**src/rtl/echo_energy_detect.sv**
```systemverilog
// Echo detector: after each transmit burst, skips a blanking interval, finds the first
// sustained threshold crossing and the echo peak, and returns one result record per burst.
module echo_energy_detect #(
  parameter int unsigned ENERGY_W = 24,
  parameter int unsigned CNT_W    = 16
) (
  input  logic                SYS_CLK,
  input  logic                RESET,
  input  logic                start,
  input  logic                energyValid,
  input  logic [ENERGY_W-1:0] inEnergy,
  input  logic [ENERGY_W-1:0] threshold,
  input  logic [CNT_W-1:0]    blankSamples,
  input  logic [CNT_W-1:0]    windowSamples,
  input  logic [3:0]          holdCount,
  output logic                busy,
  output logic                echoValid,
  output logic                echoFound,
  output logic [CNT_W-1:0]    tofSamples,
  output logic [ENERGY_W-1:0] peakEnergy,
  output logic [CNT_W-1:0]    peakIndex
);

  typedef enum logic [2:0] {IDLE, BLANK, SEARCH, TRACK, DONE} state_t;

  state_t              state;
  logic [ENERGY_W-1:0] thr_q;
  logic [CNT_W-1:0]    blank_q;
  logic [CNT_W-1:0]    win_q;
  logic [3:0]          hold_q;
  logic [CNT_W-1:0]    k;
  logic [3:0]          run_len;
  logic [CNT_W-1:0]    run_start;
  logic [CNT_W-1:0]    cur_tof;
  logic [ENERGY_W-1:0] cur_peak;
  logic [CNT_W-1:0]    cur_pidx;

  logic                above;
  logic                win_end;
  logic                blank_end;
  logic                hit;
  logic                peak_upd;
  logic [CNT_W-1:0]    k_next;
  logic [CNT_W-1:0]    run_first;
  logic [CNT_W-1:0]    pidx_n;
  logic [ENERGY_W-1:0] peak_n;

  // Per-sample evaluation of the current strobe against the latched configuration.
  always_comb begin
    above     = inEnergy > thr_q;
    win_end   = k == win_q - CNT_W'(1);
    blank_end = k == blank_q - CNT_W'(1);
    hit       = above && (run_len >= hold_q - 4'd1);
    run_first = (run_len == 4'd0) ? k : run_start;
    peak_upd  = inEnergy > cur_peak;
    peak_n    = peak_upd ? inEnergy : cur_peak;
    pidx_n    = peak_upd ? k : cur_pidx;
    k_next    = (k == '1) ? k : k + CNT_W'(1);
  end

  // Capture sequencer; result outputs only change on start and on entry to DONE.
  always_ff @(posedge SYS_CLK) begin
    if (RESET) begin
      state      <= IDLE;
      thr_q      <= '0;
      blank_q    <= '0;
      win_q      <= '0;
      hold_q     <= '0;
      k          <= '0;
      run_len    <= '0;
      run_start  <= '0;
      cur_tof    <= '0;
      cur_peak   <= '0;
      cur_pidx   <= '0;
      busy       <= 1'b0;
      echoValid  <= 1'b0;
      echoFound  <= 1'b0;
      tofSamples <= '0;
      peakEnergy <= '0;
      peakIndex  <= '0;
    end else begin
      echoValid <= 1'b0;
      if (start) begin
        thr_q      <= threshold;
        blank_q    <= blankSamples;
        win_q      <= windowSamples;
        hold_q     <= (holdCount == 4'd0) ? 4'd1 : holdCount;
        k          <= '0;
        run_len    <= '0;
        run_start  <= '0;
        cur_tof    <= '1;
        cur_peak   <= '0;
        cur_pidx   <= '0;
        busy       <= 1'b1;
        echoFound  <= 1'b0;
        tofSamples <= '1;
        peakEnergy <= '0;
        peakIndex  <= '0;
        if (windowSamples == '0) begin
          state     <= DONE;
          echoValid <= 1'b1;
        end else if (blankSamples == '0) begin
          state <= SEARCH;
        end else begin
          state <= BLANK;
        end
      end else begin
        case (state)
          IDLE: ;
          BLANK: begin
            if (energyValid) begin
              k <= k_next;
              if (win_end) begin
                state     <= DONE;
                echoValid <= 1'b1;
              end else if (blank_end) begin
                state <= SEARCH;
              end
            end
          end
          SEARCH: begin
            if (energyValid) begin
              k        <= k_next;
              cur_peak <= peak_n;
              cur_pidx <= pidx_n;
              if (above) begin
                run_len <= run_len + 4'd1;
                if (run_len == 4'd0) run_start <= k;
              end else begin
                run_len <= '0;
              end
              if (hit) begin
                cur_tof <= run_first;
                state   <= TRACK;
              end
              if (win_end) begin
                state      <= DONE;
                echoValid  <= 1'b1;
                echoFound  <= hit;
                tofSamples <= hit ? run_first : '1;
                peakEnergy <= peak_n;
                peakIndex  <= pidx_n;
              end
            end
          end
          TRACK: begin
            if (energyValid) begin
              k        <= k_next;
              cur_peak <= peak_n;
              cur_pidx <= pidx_n;
              if (!above || win_end) begin
                state      <= DONE;
                echoValid  <= 1'b1;
                echoFound  <= 1'b1;
                tofSamples <= cur_tof;
                peakEnergy <= peak_n;
                peakIndex  <= pidx_n;
              end
            end
          end
          DONE: begin
            state <= IDLE;
            busy  <= 1'b0;
          end
          default: state <= IDLE;
        endcase
      end
    end
  end

endmodule

```
**config.mk**
```make
export PLATFORM = sky130hd
export DESIGN_NAME = echo_energy_detect
export DESIGN_NICKNAME = d
export VERILOG_FILES = /design/src/rtl/echo_energy_detect.sv
export SDC_FILE = /design/constraint.sdc
export NUM_CORES = 1
export LEC_CHECK = 0
export ABC_AREA = 1
export CAP_MARGIN = 20
export CORE_ASPECT_RATIO = 1.1
export CORE_UTILIZATION = 30
export CTS_CLUSTER_SIZE = 40
export DETAILED_ROUTE_END_ITERATION = 16
export PLACE_DENSITY = 0.47
export SYNTH_ARGS = -nofsm -noshare
export SYNTH_HDL_FRONTEND = slang
export SYNTH_SLANG_ARGS = --single-unit
```
**constraint.sdc**
```tcl
create_clock -name SYS_CLK -period 7.1 [get_ports SYS_CLK]
set_input_delay 2.13 -clock SYS_CLK [delete_from_list [all_inputs] [get_ports SYS_CLK]]
set_output_delay 2.13 -clock SYS_CLK [all_outputs]
set_load 0.03 [all_outputs]
```
==> results_dict.tcl <==
set metrics [dict create \
    status "complete, no violations" \
    worstMarginPinSlew_ns 0.865 \
    whs_path_depth 2 \
    multi_input_area_um2 5960 \
    slew_violations 0 \
    ir_worst_vdd_mv 0.172 \
    synthTopCellsByArea "dfxtp_1 (38%), o21ai_0 (8.8%), nor2_1 (8.5%)" \
    clk_pin_slew_ns 0.06 \
    synth_edf_count 0 \
    hpwl_um 26000 \
    worstRegToRegCells 14 \
    cts_tree "yes" \
    layout_common_cells "nor2_1 (256), nand2_1 (239), dfxtp_1 (214), o21ai_0 (199), inv_1 (197)" \
    antenna_found_initial 3 \
    clkPwrFrac 0.443 \
    required_ns 7.56 \
    post_cts_resize_count 0 \
    n_antenna_cell 0 \
    clk_latency_ns 0.55 \
    fin_tns_setup_ns 0 \
    switchingPower_mw 0.822 \
    drc 0 \
    crit_path_max_fanout 25 \
    maxCapViolations 0 \
    synth_top_area_cell "dfxtp_1" \
    coreArea_um2 37200 \
    ioPinCount 147 \
    p_leak_nw 6.06 \
    postSynthCellCount 1640 \
    dieArea_um2 38700 \
    dr.first_iter.drc_count 598 \
    synthArstFlopShare 0 \
    drt-wirelength-per-cell_um 15.7 \
    synth_cell_types 44 \
    seqPwrFrac 0.416 \
    fp.dieW_um 188 \
    seq_area_um2 4280 \
    routabilityCongestion 0.858 \
    ys.flop_type "dfxtp_1" \
    hold_end "run_start[1]$_SDFFE_PP0P_" \
    wl_um 35500 \
    syn_nets 1786 \
    final_common_cell "nor2_1" \
    n_fill_cell 4038 \
    min_period_over_period 0.721 \
    grt.overflow.total 0 \
    skew_ns 0.0204 \
    crit_arrival_ns 5.59 \
    cts_setup_buffers 0 \
    worstSetupPathType "primary input to flip-flop" \
    p_int_mw 2.24 \
    pwr-share-comb 0.141 \
    slew-limit-headroom 0.422 \
    cts_buffer_depth 3 \
    cp-end-kind "flip-flop" \
    post-route-util 0.378 \
    ant_nets 0 \
    drive_above_1_share 0.0464 \
    numClockSinks 214 \
    worstHoldStart "run_start[1]$_SDFFE_PP0P_" \
    layout.nets 1894 \
    synth_top_area_frac 0.377 \
    post-route-min-period_ns 5.12 \
    hold_class "flip-flop to flip-flop" \
    p_per_area_nw_per_um2 218 \
    area_delta_synth_final_pct 23.9 \
    grt_pass1_wl_um 55800 \
    yosysSeqAreaShare 0.377 \
    row_count 74 \
    rrSetupSlack_ns 3.66 \
    firstDrtPassIters 5 \
    die-height_um 206 \
    via_count 10800 \
    grt_pass1_vias 10500 \
    root_buffer "clkbuf_16" \
    yosysWarnings 0 \
    r2r-start "thr_q[23]$_SDFFE_PP0P_" \
    r2r_end "cur_tof[13]$_SDFFE_PP0P_" \
    port_buffers 146 \
    drt-vias-per-instance 4.76 \
    mappedNetlistArea_um2 11400 \
    hold_violations 0 \
    avgSynthCellArea_um2 6.93 \
    start_util 0.305 \
    fmaxAchievable_mhz 195 \
    hold_buffers 0 \
    grt_max_degree 85 \
    switching_share 0.268 \
    grt_use_total 0.183 \
    ctsHtreeMaxLevel 1 \
    ys_seq_elements 214 \
    finalSetupViolCount 0 \
    rsz0062_at_grt "no" \
    numCtsBuffers 27 \
    cp-start-kind "primary input" \
]
synthesized netlist by cell type, types with 9 or more instances:
library cell  instances
ha_1                 58
nor4_1               12
clkbuf_1             60
o21bai_1             18
xor2_1               25
o21ai_0             199
nor3_1               19
nand3_1              59
nand2_1             241
xnor2_1              14
nor2_1              257
inv_1               198
a311oi_1              9
o21ai_1              22
dfxtp_1             214
nand4_1              10
a21oi_1             150
per-layer routing:
metal  wire length (um)  part of all wire  GRT usage  up-vias
li1                   -                 -          -     5566
met1              15100              0.42      0.212     4918
met2              17400              0.49      0.333      208
met3               1930             0.054     0.0360       58
met4               1090             0.031     0.0630        6
met5                 33           0.00093          0        -
worst max path at each step:
stage	from	to	slack, ns	cells after the start
2_1_floorplan	inEnergy[23]	cur_tof[14]$_SDFFE_PP0P_	3.20	14
6_report	inEnergy[23]	cur_tof[13]$_SDFFE_PP0P_	1.98	14
3_5_place_dp	inEnergy[23]	cur_tof[12]$_SDFFE_PP0P_	1.44	14
4_1_cts	inEnergy[23]	cur_tof[12]$_SDFFE_PP0P_	2.02	14
5_1_grt	inEnergy[23]	cur_tof[13]$_SDFFE_PP0P_	1.59	14
3_3_place_gp	inEnergy[23]	cur_tof[12]$_SDFFE_PP0P_	1.55	14
state kept, by name, indices dropped and copies added, names as in the netlist:
name and count:
echoValid 1, echoFound 1, hold_q 4, win_q 16, peakIndex 16, cur_pidx 16
run_len 4, state 3, tofSamples 16, peakEnergy 24, run_start 16, busy 1
thr_q 24, cur_peak 24, k 16, blank_q 16, cur_tof 16
cells by family after synthesis:
kind of cell | after synthesis | synth area share
xor gates and xnor gates | 39 | 0.0301
adders and majority gates | 58 | 0.0639
buffers and inverters | 281 | 0.0992
DFF | 214 | 0.377
and+or+nand+nor | 627 | 0.231
AOI/OAI and AO/OA | 417 | 0.195
muxes | 4 | 0.00352
per-stage QoR:
stage	setup slack (ns)	cells	hold slack, ns	area, um2	power (mW)
2_1_floorplan	3.20	1640	0.427	11400	1.57
3_3_place_gp	1.55	2212	0.434	13200	1.73
3_5_place_dp	1.44	2212	0.445	13200	1.73
4_1_cts	2.02	2261	0.451	14100	3.11
5_1_grt	1.59	2262	0.469	14100	3.23
6_report	1.98	2262	0.452	14100	3.07
layout make-up:
| type | instances | area share |
|---|---|---|
| clock buffer | 44 | 0.0589 |
| clock inverter | 5 | 0.00382 |
| inverter | 202 | 0.0541 |
| multi-input combinational | 1145 | 0.423 |
| sequential | 214 | 0.304 |
| tap | 494 | 0.0439 |
| timing repair buffer | 158 | 0.112 |
critical path, cell delays in order:
cell and delay (ns):
clkdlybuf4s50_1 0.46, ha_1 0.32, nand2_1 0.07, nor2_1 0.14, nand4_1 0.14, nor2_1 0.20, nand2_1 0.07, nand3_1 0.13
nand2_1 0.14, nor2_4 0.44, nand2_1 0.20, nand2_1 0.58, inv_1 0.28, a211oi_1 0.26
power by group through the flow:
stage                     clock [mW]  sequential (mW)  combinational [mW]
after floorplan                    0             1.31               0.260
after global placement             0             1.30               0.428
after detailed placement           0             1.30               0.432
after CTS                       1.40             1.27               0.435
after global routing            1.46             1.28               0.490
final                           1.36             1.27               0.431
No activity file was read; power rests on OpenSTA's default activity.
